## src/rtl/mips_isa_pkg.sv

```systemverilog
`default_nettype none
// ============================================================================
// Module   : mips_isa_pkg
// Brief    : MIPS opcode/funct constants and hazard-unit state encoding.
// Revision : 1.0 - initial release
// ============================================================================
package mips_isa_pkg;

  localparam logic [5:0] OP_RTYPE = 6'h00;
  localparam logic [5:0] OP_J     = 6'h02;
  localparam logic [5:0] OP_JAL   = 6'h03;
  localparam logic [5:0] OP_BEQ   = 6'h04;
  localparam logic [5:0] OP_BNE   = 6'h05;
  localparam logic [5:0] OP_SW    = 6'h2B;

  localparam logic [5:0] FN_MFHI  = 6'h10;
  localparam logic [5:0] FN_MFLO  = 6'h12;

  localparam int STALL_CNT_W = 2;
  localparam int MD_CNT_W    = 7;

  typedef enum logic [1:0] {
    ST_RUN        = 2'd0,
    ST_LOAD_STALL = 2'd1,
    ST_MD_STALL   = 2'd2
  } hz_state_e;

  function automatic logic is_hilo_read(input logic [5:0] op, input logic [5:0] fn);
    return (op == OP_RTYPE) && ((fn == FN_MFHI) || (fn == FN_MFLO));
  endfunction

endpackage
`default_nettype wire

```

## src/rtl/hazard_unit_v2_if.sv

```systemverilog
`default_nettype none
// ============================================================================
// Module   : hazard_unit_v2_if
// Brief    : Pipeline <-> hazard unit signal bundle. HAZARD_PERF_CNT_EN adds
//            the performance-counter outputs.
// Revision : 1.0 - initial release
// ============================================================================
interface hazard_unit_v2_if #(
  parameter int REG_ADDR_W = 5
);
  logic [31:0]           fd_instruction;
  logic [REG_ADDR_W-1:0] dx_rt;
  logic                  dx_mem_read;
  logic                  md_start;
  logic                  jump;
  logic                  branch;
  logic                  equals_result;
  logic                  pc_write_en;
  logic                  fd_write_en;
  logic                  dx_bubble;
  logic                  fd_flush;
`ifdef HAZARD_PERF_CNT_EN
  logic [31:0]           stall_cycles;
  logic [31:0]           flush_events;
`endif

  modport master (
    output fd_instruction, dx_rt, dx_mem_read, md_start, jump, branch, equals_result,
    input  pc_write_en, fd_write_en, dx_bubble, fd_flush
`ifdef HAZARD_PERF_CNT_EN
    , input stall_cycles, flush_events
`endif
  );

  modport slave (
    input  fd_instruction, dx_rt, dx_mem_read, md_start, jump, branch, equals_result,
    output pc_write_en, fd_write_en, dx_bubble, fd_flush
`ifdef HAZARD_PERF_CNT_EN
    , output stall_cycles, flush_events
`endif
  );

endinterface
`default_nettype wire

```

## src/rtl/hazard_down_counter.sv

```systemverilog
`default_nettype none
// ============================================================================
// Module   : hazard_down_counter
// Brief    : Loadable down-counter that saturates at zero; load wins over
//            decrement. next_o exposes the value the counter takes next edge.
// Revision : 1.0 - initial release
// ============================================================================
module hazard_down_counter #(
  parameter int WIDTH = 2
) (
  input  logic             clk,
  input  logic             rst,
  input  logic             load_i,
  input  logic [WIDTH-1:0] load_val_i,
  input  logic             dec_i,
  output logic [WIDTH-1:0] count_o,
  output logic [WIDTH-1:0] next_o
);

  logic [WIDTH-1:0] count_q;
  logic [WIDTH-1:0] count_d;

  always_comb begin
    count_d = count_q;
    if (load_i) begin
      count_d = load_val_i;
    end else if (dec_i && (count_q != '0)) begin
      count_d = count_q - WIDTH'(1);
    end
  end

  always_ff @(posedge clk) begin
    if (rst) begin
      count_q <= '0;
    end else begin
      count_q <= count_d;
    end
  end

  assign count_o = count_q;
  assign next_o  = count_d;

endmodule
`default_nettype wire

```

## src/rtl/hazard_unit_v2.sv

```systemverilog
`default_nettype none
// ============================================================================
// Module   : hazard_unit_v2
// Brief    : Load-use, HI/LO-use and control hazard unit for the 5-stage MIPS
//            pipeline. Optional macro HAZARD_PERF_CNT_EN adds stall/flush
//            performance counters.
// Revision : 1.0 - initial release
// ============================================================================
module hazard_unit_v2
  import mips_isa_pkg::*;
#(
  parameter int REG_ADDR_W     = 5,
  parameter int LOAD_USE_STALL = 1,
  parameter int MD_LATENCY     = 32
) (
  input logic             clk,
  input logic             rst,
  hazard_unit_v2_if.slave hz
);

  localparam logic [STALL_CNT_W-1:0] c_LU_RELOAD = STALL_CNT_W'(LOAD_USE_STALL - 1);
  localparam logic [MD_CNT_W-1:0]    c_MD_RELOAD = MD_CNT_W'(MD_LATENCY - 1);
  localparam logic                   c_LU_MULTI  = (LOAD_USE_STALL > 1);

  hz_state_e             state_q;
  logic [5:0]            w_opcode;
  logic [5:0]            w_funct;
  logic [REG_ADDR_W-1:0] w_rs;
  logic [REG_ADDR_W-1:0] w_rt;
  logic                  w_uses_rs;
  logic                  w_uses_rt;
  logic                  w_reads_hilo;
  logic                  w_lu_haz;
  logic                  w_md_haz;
  logic                  w_stall_raw;
  logic                  w_stall;
  logic                  w_flush;
  logic                  w_stall_load;
  logic [STALL_CNT_W-1:0] w_stall_cnt;
  logic [STALL_CNT_W-1:0] w_stall_cnt_nxt;
  logic [MD_CNT_W-1:0]    w_md_cnt;
  logic [MD_CNT_W-1:0]    w_md_cnt_nxt;
  logic                   w_unused_bits;

  assign w_opcode      = hz.fd_instruction[31:26];
  assign w_funct       = hz.fd_instruction[5:0];
  assign w_rs          = hz.fd_instruction[21 +: REG_ADDR_W];
  assign w_rt          = hz.fd_instruction[16 +: REG_ADDR_W];
  assign w_unused_bits = ^{hz.fd_instruction, w_stall_cnt_nxt};

  assign w_uses_rs    = !((w_opcode == OP_J) || (w_opcode == OP_JAL));
  assign w_reads_hilo = is_hilo_read(w_opcode, w_funct);
  assign w_uses_rt    = ((w_opcode == OP_RTYPE) && !w_reads_hilo) ||
                        (w_opcode == OP_BEQ) || (w_opcode == OP_BNE) ||
                        (w_opcode == OP_SW);

  // $0 never carries a real dependency, so a load into it cannot stall.
  assign w_lu_haz = hz.dx_mem_read && (hz.dx_rt != '0) &&
                    ((w_uses_rs && (hz.dx_rt == w_rs)) ||
                     (w_uses_rt && (hz.dx_rt == w_rt)));
  assign w_md_haz = w_reads_hilo && ((w_md_cnt != '0) || hz.md_start);

  assign w_stall_load = (state_q == ST_RUN) && w_lu_haz && c_LU_MULTI;

  hazard_down_counter #(.WIDTH(STALL_CNT_W)) u_stall_cnt (
    .clk        (clk),
    .rst        (rst),
    .load_i     (w_stall_load),
    .load_val_i (c_LU_RELOAD),
    .dec_i      (state_q == ST_LOAD_STALL),
    .count_o    (w_stall_cnt),
    .next_o     (w_stall_cnt_nxt)
  );

  hazard_down_counter #(.WIDTH(MD_CNT_W)) u_md_cnt (
    .clk        (clk),
    .rst        (rst),
    .load_i     (hz.md_start),
    .load_val_i (c_MD_RELOAD),
    .dec_i      (1'b1),
    .count_o    (w_md_cnt),
    .next_o     (w_md_cnt_nxt)
  );

  always_ff @(posedge clk) begin
    if (rst) begin
      state_q <= ST_RUN;
    end else begin
      case (state_q)
        ST_RUN: begin
          if (w_lu_haz) begin
            if (c_LU_MULTI) state_q <= ST_LOAD_STALL;
          end else if (w_md_haz && (w_md_cnt_nxt != '0)) begin
            state_q <= ST_MD_STALL;
          end
        end
        ST_LOAD_STALL: begin
          if (w_stall_cnt <= STALL_CNT_W'(1)) state_q <= ST_RUN;
        end
        ST_MD_STALL: begin
          if (w_md_cnt_nxt == '0) state_q <= ST_RUN;
        end
        default: state_q <= ST_RUN;
      endcase
    end
  end

  always_comb begin
    w_stall_raw = 1'b0;
    case (state_q)
      ST_RUN:        w_stall_raw = w_lu_haz || w_md_haz;
      ST_LOAD_STALL: w_stall_raw = 1'b1;
      ST_MD_STALL:   w_stall_raw = (w_md_cnt != '0);
      default:       w_stall_raw = 1'b0;
    endcase
  end

  // Stall outranks redirect: branch operands are stale while a load is pending.
  assign w_stall = w_stall_raw && !rst;
  assign w_flush = !rst && !w_stall && (hz.jump || (hz.branch && hz.equals_result));

  assign hz.pc_write_en = !w_stall;
  assign hz.fd_write_en = !w_stall;
  assign hz.dx_bubble   = w_stall;
  assign hz.fd_flush    = w_flush;

`ifdef HAZARD_PERF_CNT_EN
  logic [31:0] stall_cycles_q;
  logic [31:0] flush_events_q;

  always_ff @(posedge clk) begin
    if (rst) begin
      stall_cycles_q <= '0;
      flush_events_q <= '0;
    end else begin
      if (w_stall && (stall_cycles_q != '1)) stall_cycles_q <= stall_cycles_q + 32'd1;
      if (w_flush && (flush_events_q != '1)) flush_events_q <= flush_events_q + 32'd1;
    end
  end

  assign hz.stall_cycles = stall_cycles_q;
  assign hz.flush_events = flush_events_q;
`endif

endmodule
`default_nettype wire

```

## src/flat_wrapper.sv

```systemverilog
// flat-port wrapper written by rule: the top's interface ports become plain ports
module hazard_unit_v2_flat import mips_isa_pkg::*;
#(
  parameter int REG_ADDR_W     = 5,
  parameter int LOAD_USE_STALL = 1,
  parameter int MD_LATENCY     = 32
)
  (clk, rst, hz_fd_instruction, hz_dx_rt, hz_dx_mem_read, hz_md_start, hz_jump, hz_branch, hz_equals_result, hz_pc_write_en, hz_fd_write_en, hz_dx_bubble, hz_fd_flush);
  hazard_unit_v2_if #(.REG_ADDR_W(REG_ADDR_W)) hz_i ();
  input logic clk;
  input logic rst;
  input wire logic [$bits(hz_i.fd_instruction)-1:0] hz_fd_instruction;
  input wire logic [$bits(hz_i.dx_rt)-1:0] hz_dx_rt;
  input wire logic [$bits(hz_i.dx_mem_read)-1:0] hz_dx_mem_read;
  input wire logic [$bits(hz_i.md_start)-1:0] hz_md_start;
  input wire logic [$bits(hz_i.jump)-1:0] hz_jump;
  input wire logic [$bits(hz_i.branch)-1:0] hz_branch;
  input wire logic [$bits(hz_i.equals_result)-1:0] hz_equals_result;
  output wire logic [$bits(hz_i.pc_write_en)-1:0] hz_pc_write_en;
  output wire logic [$bits(hz_i.fd_write_en)-1:0] hz_fd_write_en;
  output wire logic [$bits(hz_i.dx_bubble)-1:0] hz_dx_bubble;
  output wire logic [$bits(hz_i.fd_flush)-1:0] hz_fd_flush;
  assign hz_i.fd_instruction = hz_fd_instruction;
  assign hz_i.dx_rt = hz_dx_rt;
  assign hz_i.dx_mem_read = hz_dx_mem_read;
  assign hz_i.md_start = hz_md_start;
  assign hz_i.jump = hz_jump;
  assign hz_i.branch = hz_branch;
  assign hz_i.equals_result = hz_equals_result;
  assign hz_pc_write_en = hz_i.pc_write_en;
  assign hz_fd_write_en = hz_i.fd_write_en;
  assign hz_dx_bubble = hz_i.dx_bubble;
  assign hz_fd_flush = hz_i.fd_flush;
  hazard_unit_v2 #(.REG_ADDR_W(REG_ADDR_W), .LOAD_USE_STALL(LOAD_USE_STALL), .MD_LATENCY(MD_LATENCY)) u_core (.clk(clk), .rst(rst), .hz(hz_i));
endmodule
```

## config.mk

```make
export PLATFORM = sky130hd
export DESIGN_NAME = hazard_unit_v2_flat
export DESIGN_NICKNAME = d
export VERILOG_FILES = /design/src/rtl/mips_isa_pkg.sv /design/src/rtl/hazard_unit_v2_if.sv /design/src/rtl/hazard_down_counter.sv /design/src/rtl/hazard_unit_v2.sv /design/src/flat_wrapper.sv
export SDC_FILE = /design/constraint.sdc
export NUM_CORES = 1
export LEC_CHECK = 0
export BUFFER_PORTS_ARGS = -buffer_cell sky130_fd_sc_hd__buf_2
export CORE_UTILIZATION = 25
export CTS_CLUSTER_SIZE = 16
export DETAILED_ROUTE_END_ITERATION = 10
export PLACE_DENSITY = 0.56
export SLEW_MARGIN = 15
export SYNTH_ARGS = -nofsm -noshare
export SYNTH_HDL_FRONTEND = slang
export SYNTH_SLANG_ARGS = --single-unit
```

## constraint.sdc

```tcl
create_clock -name clk -period 2.2 [get_ports clk]
set_input_delay 0.44 -clock clk [delete_from_list [all_inputs] [get_ports clk]]
set_output_delay 0.44 -clock clk [all_outputs]
set_load 0.02 [all_outputs]
```

==> results by group, run 1 <==
Outcome
  • Status: complete, but fails checks
  • Violated checks: design-rule violations, negative setup slack

Power and ir drop
  • P_leak: 0.547 nW
  • VDD IR max: roughly 0.34 mV
  • Net Sw Frac: 0.331
  • Clock power share: 0.230
  • Cell-internal power: ~340 uW
  • Sequential cell fraction of total power: 0.343
  • Overall power consumption: 503 uW
  • Pwr per Cell Area: 405 nW/um2
  • Switch Pwr: 166 uW
  • Combinational power share: 0.427

STA
  • Final Cycle Share: 1.13
  • Final setup vio count: 4
  • Unrepaired setup endpoints after global routing: yes
  • Maximum clock rate: 402 MHz
  • Slew HR: 0.758
  • Fin. max-slew vios: 0
  • Worst-Margin Slew: 0.354 ns
  • Final Critical Period: 2.49 ns
  • Final Hold Fails: 0
  • Clock skew: 0.0110 ns
  • Setup WS post-layout: -0.286 ns
  • Setup TNS: -0.926 ns

Clocking
  • Post-CTS Hold Fix Bufs: 0
  • # H-tree levels: 1
  • Clock Tree Buf Depth: 2
  • Root buffer cell: clkbuf_4
  • CTS Sinks: 8
  • CTS tree: done
  • Reg clk slew, reported paths: around 0.050 ns
  • Worst-Skew Late Latency: 0.26 ns
  • CTS Buf Count: 3

Worst setup path
  • Crit path DAT: 2.05 ns
  • Setup crit end kind: output port
  • Flop2flop setup slack: 0.30 ns
  • Worst setup SP type: input pin
  • Critical Path Fanout Max: 4
  • CP required: 1.76 ns
  • WS Path Type: input pin to output port

Route
  • Drt first-iter violations: 52
  • Routed Antenna Nets: 0
  • DR DRC count: 14
  • Average wire per standard cell: about 12 um
  • Detailed-route via count: about 900
  • Vias per cell: just under 5
  • Final wirelength: 2.13 mm
  • First-pass DRT Iterations: 7

Flow run
  • Max-cap violation count: 0

Global routing
  • Vias in the first global route: 856
  • Initial antenna violation count: 0
  • Largest net degree at the start of global routing: 12
  • Gr ovfl total: 0
  • First-pass GRT wire length: 3.51 mm
  • Tot GR Track Use: 0.136

Logic synthesis
  • Mapped Cells: 95
  • Number of enable flip-flop cells after synthesis: 0
  • Post-synth ARST share: 0
  • Seq/Total Area, Yosys: 0.213
  • Yosys reg bits: 8
  • Post-Syn Area: approximately 750 um2
  • Area share of the largest cell type after synthesis: 0.213
  • Ranking of synthesized cells by area: dfxtp_1 21%, xor2_1 9.3%, xnor2_1 8.1%
  • Most common cell in the netlist: nor2_1
  • Syn Area/Cell: just under 8 um2
  • Cell taking the most area after synthesis: dfxtp_1
  • Synth cell count leaders: 9 x nor2_1, 8 x dfxtp_1, 8 x nand2_1, 8 x xor2_1
  • Yosys warns: 0
  • Synth unique cells: 37
  • Dominant synthesized flop cell: dfxtp_1
  • Syn_nets: 141

Cells and area
  • Share of layout cells above drive strength 1: 0.503
  • NumNets Final: 199
  • Area Growth Syn to Fin: 65.0%
  • Fin util: 0.443
  • Ant. Diodes: 0

Die
  • Ports: 48
  • Initial Utilization: 0.269
  • DIE AREA: 3240 um2
  • FP Rows: 19
  • Die Span X: 56.9 um
  • Core Area: 2810 um2
  • Die height: 56.9 um

Place
  • Dpl hpwl: ~1.6 mm
  • IO Port Bufs: 36
  • GPL Wtd Cong: 0.881

Hold path
  • Min-delay worst type: input pin to flop
## sequential cells by signal, summed over array words and instances (netlist names)
signal / count
u_core.u_md_cnt.count_o: 7
u_core.state_q: 1
## final cells by class
class                           instances  area (um2)
Sequential cell                         8         160
Clock buffer                            3        22.5
Tap cell                               31        38.8
Inverter                                3        11.3
Fill cell                             292        1560
Timing Repair Buffer                   57         378
Multi-Input combinational cell         80         632
## path summary, 6_finish.rpt
| path | startpoint | to | cells after the start |
|---|---|---|---|
| max reg2reg | u_core.u_md_cnt.count_o[0] | u_core.state_q[1] | 8 |
| min reg2reg | u_core.state_q[1] | u_core.state_q[1] | 2 |
| min | hz_md_start | u_core.u_md_cnt.count_o[6] | 2 |
| max | hz_fd_instruction[3] | hz_fd_flush | 7 |
## stage by stage
step                      instances  hold WS (ns)  worst slack (ns)  cell area (um2)
final                           182         0.478            -0.286             1240
after global routing            182         0.492            -0.358             1240
after floorplan                  95         0.530            -0.110              786
after CTS                       181         0.471            -0.277             1220
after global placement          176         0.564            -0.288             1120
after detailed placement        176         0.575            -0.308             1120
## worst max-delay path, stage by stage
cell       delay [ns]
buf_6            0.09
or4b_4           0.53
o211a_1          0.24
o2111ai_2        0.23
a21oi_4          0.13
nor4_4           0.22
buf_4            0.18
## placed cells by master, fill, tap and decap left out, types with 2 or more instances in the layout
master	synthesis	final
buf_2	0	29
buf_4	1	22
nor2_1	9	9
nand2_1	8	8
xor2_1	8	8
dfxtp_1	8	8
xnor2_1	7	7
a21oi_1	7	7
buf_6	0	6
nor3_1	5	4
o21ai_0	3	3
clkbuf_4	0	3
inv_1	3	2
nor3_2	1	2
nor4_2	2	2
or4b_4	1	2
nor2b_1	2	2
a2111oi_0	2	2
nand3_1	2	2
## power groups by stage
| stage | registers [mW] | logic (mW) | clock network [mW] |
|---|---|---|---|
| 5_1_grt | 0.175 | 0.240 | 0.130 |
| 4_1_cts | 0.172 | 0.210 | 0.122 |
| 3_3_place_gp | 0.174 | 0.196 | 0 |
| 2_1_floorplan | 0.171 | 0.116 | 0 |
| 6_report | 0.173 | 0.215 | 0.116 |
| 3_5_place_dp | 0.175 | 0.199 | 0 |
## metal layers
layer,wire (um),part of all wire,track usage,up-vias
met2,1060,0.50,0.239,34
met3,168,0.079,0.0461,0
met4,0,0,0.0105,0
met1,904,0.42,0.166,382
met5,0,0,0,-
li1,-,-,-,459
## cell families after synthesis
kind of cell / share of synthesized area
AO/OA/AOI/OAI: 0.218
XOR/XNOR: 0.174
adder cells (fa/ha/maj): 0.0332
buffers and inverters: 0.0399
flip-flops: 0.213
multiplexers: 0.0133
AND/OR/NAND/NOR: 0.309
## timing repair
action,4_1_cts,5_1_grt
gates resized for setup,14,4
buffers inserted,2,1
hold endpoints to repair,0,0
pin swaps,5,0
setup endpoints to repair,4,4
No activity file was read; power rests on OpenSTA's default activity.
==> run 2: changes to the inputs <==
- CTS_BUF_LIST: unset -> sky130_fd_sc_hd__clkbuf_16
- CTS_CLUSTER_DIAMETER: unset -> 50
==> results by group, run 2 (synthesis results as in run 1) <==
Worst setup path
  • WS Path Type: input pin to output port (unchanged)
  • CP required: 1.76 ns (about the same)
  • R2R Path Start: u_core.u_md_cnt.count_o[0] (unchanged)
  • Flop2flop setup slack: 0.24 ns (was 0.30 ns)
  • Reg-to-Reg End: u_core.state_q[1] (unchanged)
  • Worst R2R Path Depth: 8 (unchanged)
  • Setup crit end kind: output port (unchanged)
  • Worst setup SP type: input pin (unchanged)
  • Crit path DAT: 2.04 ns (was 2.05 ns)
  • Critical Path Fanout Max: 4 (unchanged)

Outcome
  • Status: complete, but fails checks (unchanged)
  • Violated checks: design-rule violations, negative setup slack (unchanged)

STA
  • Clock skew: 0.00533 ns (was 0.0110 ns)
  • Final Cycle Share: 1.13 (about the same)
  • Worst-Margin Slew: 0.354 ns (about the same)
  • Final Critical Period: 2.48 ns (was 2.49 ns)
  • Setup WS post-layout: -0.281 ns (was -0.286 ns)
  • Final setup vio count: 4 (unchanged)
  • Final hold slack: 0.499 ns (was 0.478 ns)
  • Fin. max-slew vios: 0 (unchanged)
  • Unrepaired setup endpoints after global routing: yes (unchanged)
  • Maximum clock rate: 403 MHz (was 402 MHz)
  • Slew HR: 0.758 (about the same)
  • Final Hold Fails: 0 (unchanged)

Global routing
  • Tot GR Track Use: 0.143 (was 0.136)
  • Vias in the first global route: 861 (was 856)
  • First-pass GRT wire length: 3.57 mm (was 3.51 mm)
  • Gr ovfl total: 0 (unchanged)
  • Initial antenna violation count: 0 (unchanged)
  • Largest net degree at the start of global routing: 12 (unchanged)

Clocking
  • Reg clk slew, reported paths: 0.03 ns (was 0.05 ns)
  • # H-tree levels: 1 (unchanged)
  • Clock Tree Buf Depth: 2 (unchanged)
  • Worst-Skew Late Latency: 0.24 ns (was 0.26 ns)
  • CTS Sinks: 8 (unchanged)
  • Root buffer cell: clkbuf_16 (was clkbuf_4)
  • CTS Buf Count: 3 (unchanged)
  • CTS tree: done (unchanged)

Cells and area
  • Fin util: 0.459 (was 0.443)
  • Share of layout cells above drive strength 1: 0.490 (was 0.503)
  • Area Growth Syn to Fin: 70.8% (was 65.0%)
  • Design area: 1290 um2 (was 1240 um2)
  • NumNets Final: 199 (unchanged)
  • Commonest non-fill, non-tap cell in the layout: buf_2 (unchanged)
  • Most frequent cells in the layout: 29 x buf_2, 22 x buf_4, 9 x nor2_1 (unchanged)
  • Max reg flops: 7 (unchanged)
  • Ant. Diodes: 0 (unchanged)

Hold path
  • Min-delay worst type: input pin to flop (unchanged)
  • Worst-case hold path end point: u_core.u_md_cnt.count_o[6] (unchanged)
  • Hold Path Cell Cnt: 2 (unchanged)
  • HP Start: hz_md_start (unchanged)

Place
  • Dpl hpwl: 1.62 mm (unchanged)
  • Post-Place Worst Slack: -0.308 ns (unchanged)
  • IO Port Bufs: 36 (unchanged)
  • Dpl cell area: 1120 um2 (unchanged)
  • GPL Wtd Cong: 0.881 (unchanged)

Route
  • First-pass DRT Iterations: 7 (unchanged)
  • Drt first-iter violations: 42 (was 52)
  • Routed Antenna Nets: 0 (unchanged)
  • DR DRC count: 14 (unchanged)
  • Final wirelength: 2.16 mm (was 2.13 mm)
  • Detailed-route via count: 870 (was 875)
  • Vias per cell: 4.78 (was 4.81)
  • Average wire per standard cell: 11.9 um (was 11.7 um)

Die
  • Die Span X: 56.9 um (unchanged)
  • Initial Utilization: 0.269 (unchanged)
  • FP Rows: 19 (unchanged)
  • Die height: 56.9 um (unchanged)
  • Ports: 48 (unchanged)
  • DIE AREA: 3240 um2 (unchanged)
  • Core Area: 2810 um2 (unchanged)

Power and ir drop
  • P_leak: 0.572 nW (was 0.547 nW)
  • Switch Pwr: 189 uW (was 166 uW)
  • Pwr per Cell Area: 541 nW/um2 (was 405 nW/um2)
  • Net Sw Frac: 0.271 (was 0.331)
  • Clock power share: 0.448 (was 0.230)
  • Combinational power share: 0.304 (was 0.427)
  • Cell-internal power: 507 uW (was 337 uW)
  • Overall power consumption: 695 uW (was 503 uW)
  • Sequential cell fraction of total power: 0.248 (was 0.343)
  • VDD IR max: 0.465 mV (was 0.337 mV)

Flow run
  • Max-cap violation count: 0 (unchanged)
## run 2: metrics by stage
step / std cells / setup TNS, ns
finish: 182 / -0.916
floorplan: 95 / -0.222
global route: 182 / -1.35
detailed placement: 176 / -1.08
CTS: 181 / -0.933
global placement: 176 / -1.03
## run 2: worst max-delay path by stage
stage	cells past startpoint	slack, ns	from	end
2_1_floorplan	6	-0.11	hz_fd_instruction[3]	hz_pc_write_en
3_5_place_dp	7	-0.31	hz_fd_instruction[27]	hz_dx_bubble
6_report	7	-0.28	hz_fd_instruction[3]	hz_fd_flush
4_1_cts	7	-0.28	hz_fd_instruction[3]	hz_fd_flush
3_3_place_gp	7	-0.29	hz_fd_instruction[3]	hz_fd_flush
5_1_grt	7	-0.36	hz_fd_instruction[3]	hz_fd_flush
## run 2: power by group through the flow
stage	clock (mW)	sequential [mW]	combinational, mW
3_5_place_dp	0	0.175	0.199
2_1_floorplan	0	0.171	0.116
5_1_grt	0.326	0.175	0.236
6_report	0.312	0.173	0.211
3_3_place_gp	0	0.174	0.196
4_1_cts	0.319	0.172	0.210
## run 2: layout make-up
type | count | area (um2)
inverters | 3 | 11.3
well taps | 31 | 38.8
repair buffers | 57 | 378
clock buffers | 3 | 75.1
multi-input cells | 80 | 623
flip-flops and latches | 8 | 160
fillers | 290 | 1520
## run 2: routing by layer
| layer | vias up | track usage | wire (um) |
|---|---|---|---|
| li1 | 461 | - | - |
| met3 | 5 | 0.0461 | 169 |
| met1 | 373 | 0.169 | 905 |
| met2 | 31 | 0.239 | 1050 |
| met4 | 0 | 0.0523 | 38 |
| met5 | - | 0 | 0 |
## run 2: repair_timing
action | CTS | global route
gates resized for setup | 14 | 1
endpoints found under the setup margin | 4 | 4
hold endpoints to repair | 0 | 0
buffers inserted | 2 | 1
pin swaps | 5 | 0
hold buffers | 0 | 0
## run 2: critical path, stage by stage
cell,delay (ns)
buf_6,0.09
or4b_4,0.53
o211a_1,0.24
o2111ai_2,0.22
a21oi_4,0.12
nor4_4,0.22
buf_4,0.18
==> run 3: changes to the inputs <==
- PLACE_DENSITY: 0.56 -> unset
==> results by group, run 3 (synthesis results as in run 1) <==
STA
  • Clock skew: 0.00425 ns (was 0.00533 ns)
  • Unrepaired setup endpoints after global routing: yes (unchanged)
  • Final hold slack: 0.544 ns (was 0.499 ns)
  • Setup TNS: -0.940 ns (was -0.916 ns)
  • Worst-Margin Slew: 0.316 ns (was 0.354 ns)
  • Setup WS post-layout: -0.279 ns (was -0.281 ns)
  • Final Hold Fails: 0 (unchanged)
  • Final Cycle Share: 1.13 (about the same)
  • Slew HR: 0.784 (was 0.758)
  • Fin. max-slew vios: 0 (unchanged)
  • Maximum clock rate: 403 MHz (about the same)
  • Final setup vio count: 4 (unchanged)
  • Final Critical Period: 2.48 ns (about the same)

Die
  • Die Span X: 56.9 um (unchanged)
  • FP Rows: 19 (unchanged)
  • Die height: 56.9 um (unchanged)
  • Core Area: 2810 um2 (unchanged)
  • Initial Utilization: 0.269 (unchanged)
  • DIE AREA: 3240 um2 (unchanged)
  • Ports: 48 (unchanged)

Outcome
  • Violated checks: design-rule violations, negative setup slack (unchanged)
  • Status: complete, but fails checks (unchanged)

Flow run
  • Max-cap violation count: 0 (unchanged)

Hold path
  • Min-delay worst type: input pin to flop (unchanged)

Clocking
  • CTS tree: done (unchanged)
  • CTS Sinks: 8 (unchanged)
  • CTS Buf Count: 3 (unchanged)
  • Worst-Skew Late Latency: 0.23 ns (was 0.24 ns)
  • # H-tree levels: 1 (unchanged)
  • Clock Tree Buf Depth: 2 (unchanged)
  • Reg clk slew, reported paths: 0.04 ns (was 0.03 ns)
  • Root buffer cell: clkbuf_16 (unchanged)

Worst setup path
  • Crit-path cells: buf_6 > or4b_4 > o211a_1 > o2111ai_2 > a21oi_4 > nor4_4 > buf_4 (unchanged)
  • CP required: 1.76 ns (about the same)
  • Critical Path Fanout Max: 4 (unchanged)
  • WS Path Type: input pin to output port (unchanged)
  • Worst setup SP type: input pin (unchanged)
  • Setup crit end kind: output port (unchanged)
  • Max stage delay on crit path: 0.54 ns (was 0.53 ns)
  • Crit path DAT: 2.04 ns (about the same)
  • Slowest-stage cell, CP: or4b_4 (unchanged)

Route
  • DR DRC count: 14 (unchanged)
  • Detailed-route via count: 900 (was 870)
  • Drt first-iter violations: 55 (was 42)
  • Average wire per standard cell: 12.4 um (was 11.9 um)
  • Final wirelength: 2.24 mm (was 2.16 mm)
  • First-pass DRT Iterations: 7 (unchanged)
  • Routed Antenna Nets: 0 (unchanged)
  • Vias per cell: 5.00 (was 4.78)

Global routing
  • Vias in the first global route: 951 (was 861)
  • First-pass GRT wire length: 3.84 mm (was 3.57 mm)
  • Tot GR Track Use: 0.149 (was 0.143)
  • Gr ovfl total: 0 (unchanged)
  • Initial antenna violation count: 0 (unchanged)
  • Largest net degree at the start of global routing: 12 (unchanged)

Cells and area
  • Commonest non-fill, non-tap cell in the layout: buf_2 (unchanged)
  • Area Growth Syn to Fin: 69.4% (was 70.8%)
  • Most frequent cells in the layout: 30 x buf_2, 21 x buf_4, 9 x nor2_1 (was 29 x buf_2, 22 x buf_4, 9 x nor2_1)
  • Max reg flops: 7 (unchanged)
  • Fin util: 0.455 (was 0.459)
  • NumNets Final: 197 (was 199)
  • Filler cells: 283 (was 290)
  • Ant. Diodes: 0 (unchanged)
  • Share of layout cells above drive strength 1: 0.483 (was 0.490)

Place
  • IO Port Bufs: 36 (unchanged)
  • Dpl hpwl: 1.69 mm (was 1.62 mm)
  • GPL Wtd Cong: 0.845 (was 0.881)

Power and ir drop
  • Pwr per Cell Area: 540 nW/um2 (was 541 nW/um2)
  • VDD IR max: 0.727 mV (was 0.465 mV)
  • Overall power consumption: 689 uW (was 695 uW)
  • P_leak: 0.567 nW (was 0.572 nW)
[run 3: changes by cell type in the layout (fill, tap and decap cells not counted), sizes merged]
cell / before / now
buf: 57 / 55
[run 3: metal layers]
layer  vias to the layer above  routed length [um]  track usage
met5                         -                   0            0
met2                        37                1140        0.282
li1                        456                   -            -
met3                         0                 198       0.0461
met1                       407                 895        0.166
met4                         0                   0       0.0139
[run 3: worst max-delay path, delay by kind of cell]
family | cells | cell delay, ns
buffers and inverters | 2 | 0.27
AO/OA/AOI/OAI | 3 | 0.57
AND/OR/NAND/NOR | 2 | 0.75
[run 3: through the flow]
stage | worst slack (ns) | cells | instance area [um2]
after detailed placement | -0.304 | 175 | 1110
after global placement | -0.277 | 175 | 1110
after floorplan | -0.110 | 95 | 786
after global routing | -0.330 | 180 | 1280
after CTS | -0.275 | 178 | 1220
final | -0.279 | 180 | 1280
[run 3: cell type report]
cell class                      count  area, um2  area share
Timing Repair Buffer               55        353       0.276
Tap cell                           31       38.8      0.0304
Clock buffer                        3       75.1      0.0588
Sequential cell                     8        160       0.125
Inverter                            3       11.3     0.00882
Multi-Input combinational cell     80        638       0.500
[run 3: timing repair]
item | in CTS | in global routing
setup endpoints to repair | 4 | 4
hold buffers | 0 | 0
setup buffers | 0 | 2
gates resized for setup | 6 | 9
pin swaps | 3 | 5
[run 3: final timing paths]
kind	cells past startpoint	slack (ns)	start	endpoint
setup / recovery	7	-0.28	hz_fd_instruction[3]	hz_fd_flush
hold / removal	3	0.54	hz_md_start	u_core.u_md_cnt.count_o[0]
setup reg to reg	8	0.24	u_core.u_md_cnt.count_o[0]	u_core.state_q[1]
hold reg to reg	2	0.58	u_core.state_q[1]	u_core.state_q[1]
[run 3: power by group]
| group | total [mW] | switching (mW) | internal [mW] |
|---|---|---|---|
| Sequential | 0.174 | 0.0156 | 0.158 |
| Combinational | 0.210 | 0.100 | 0.110 |
| Clock | 0.306 | 0.0711 | 0.234 |
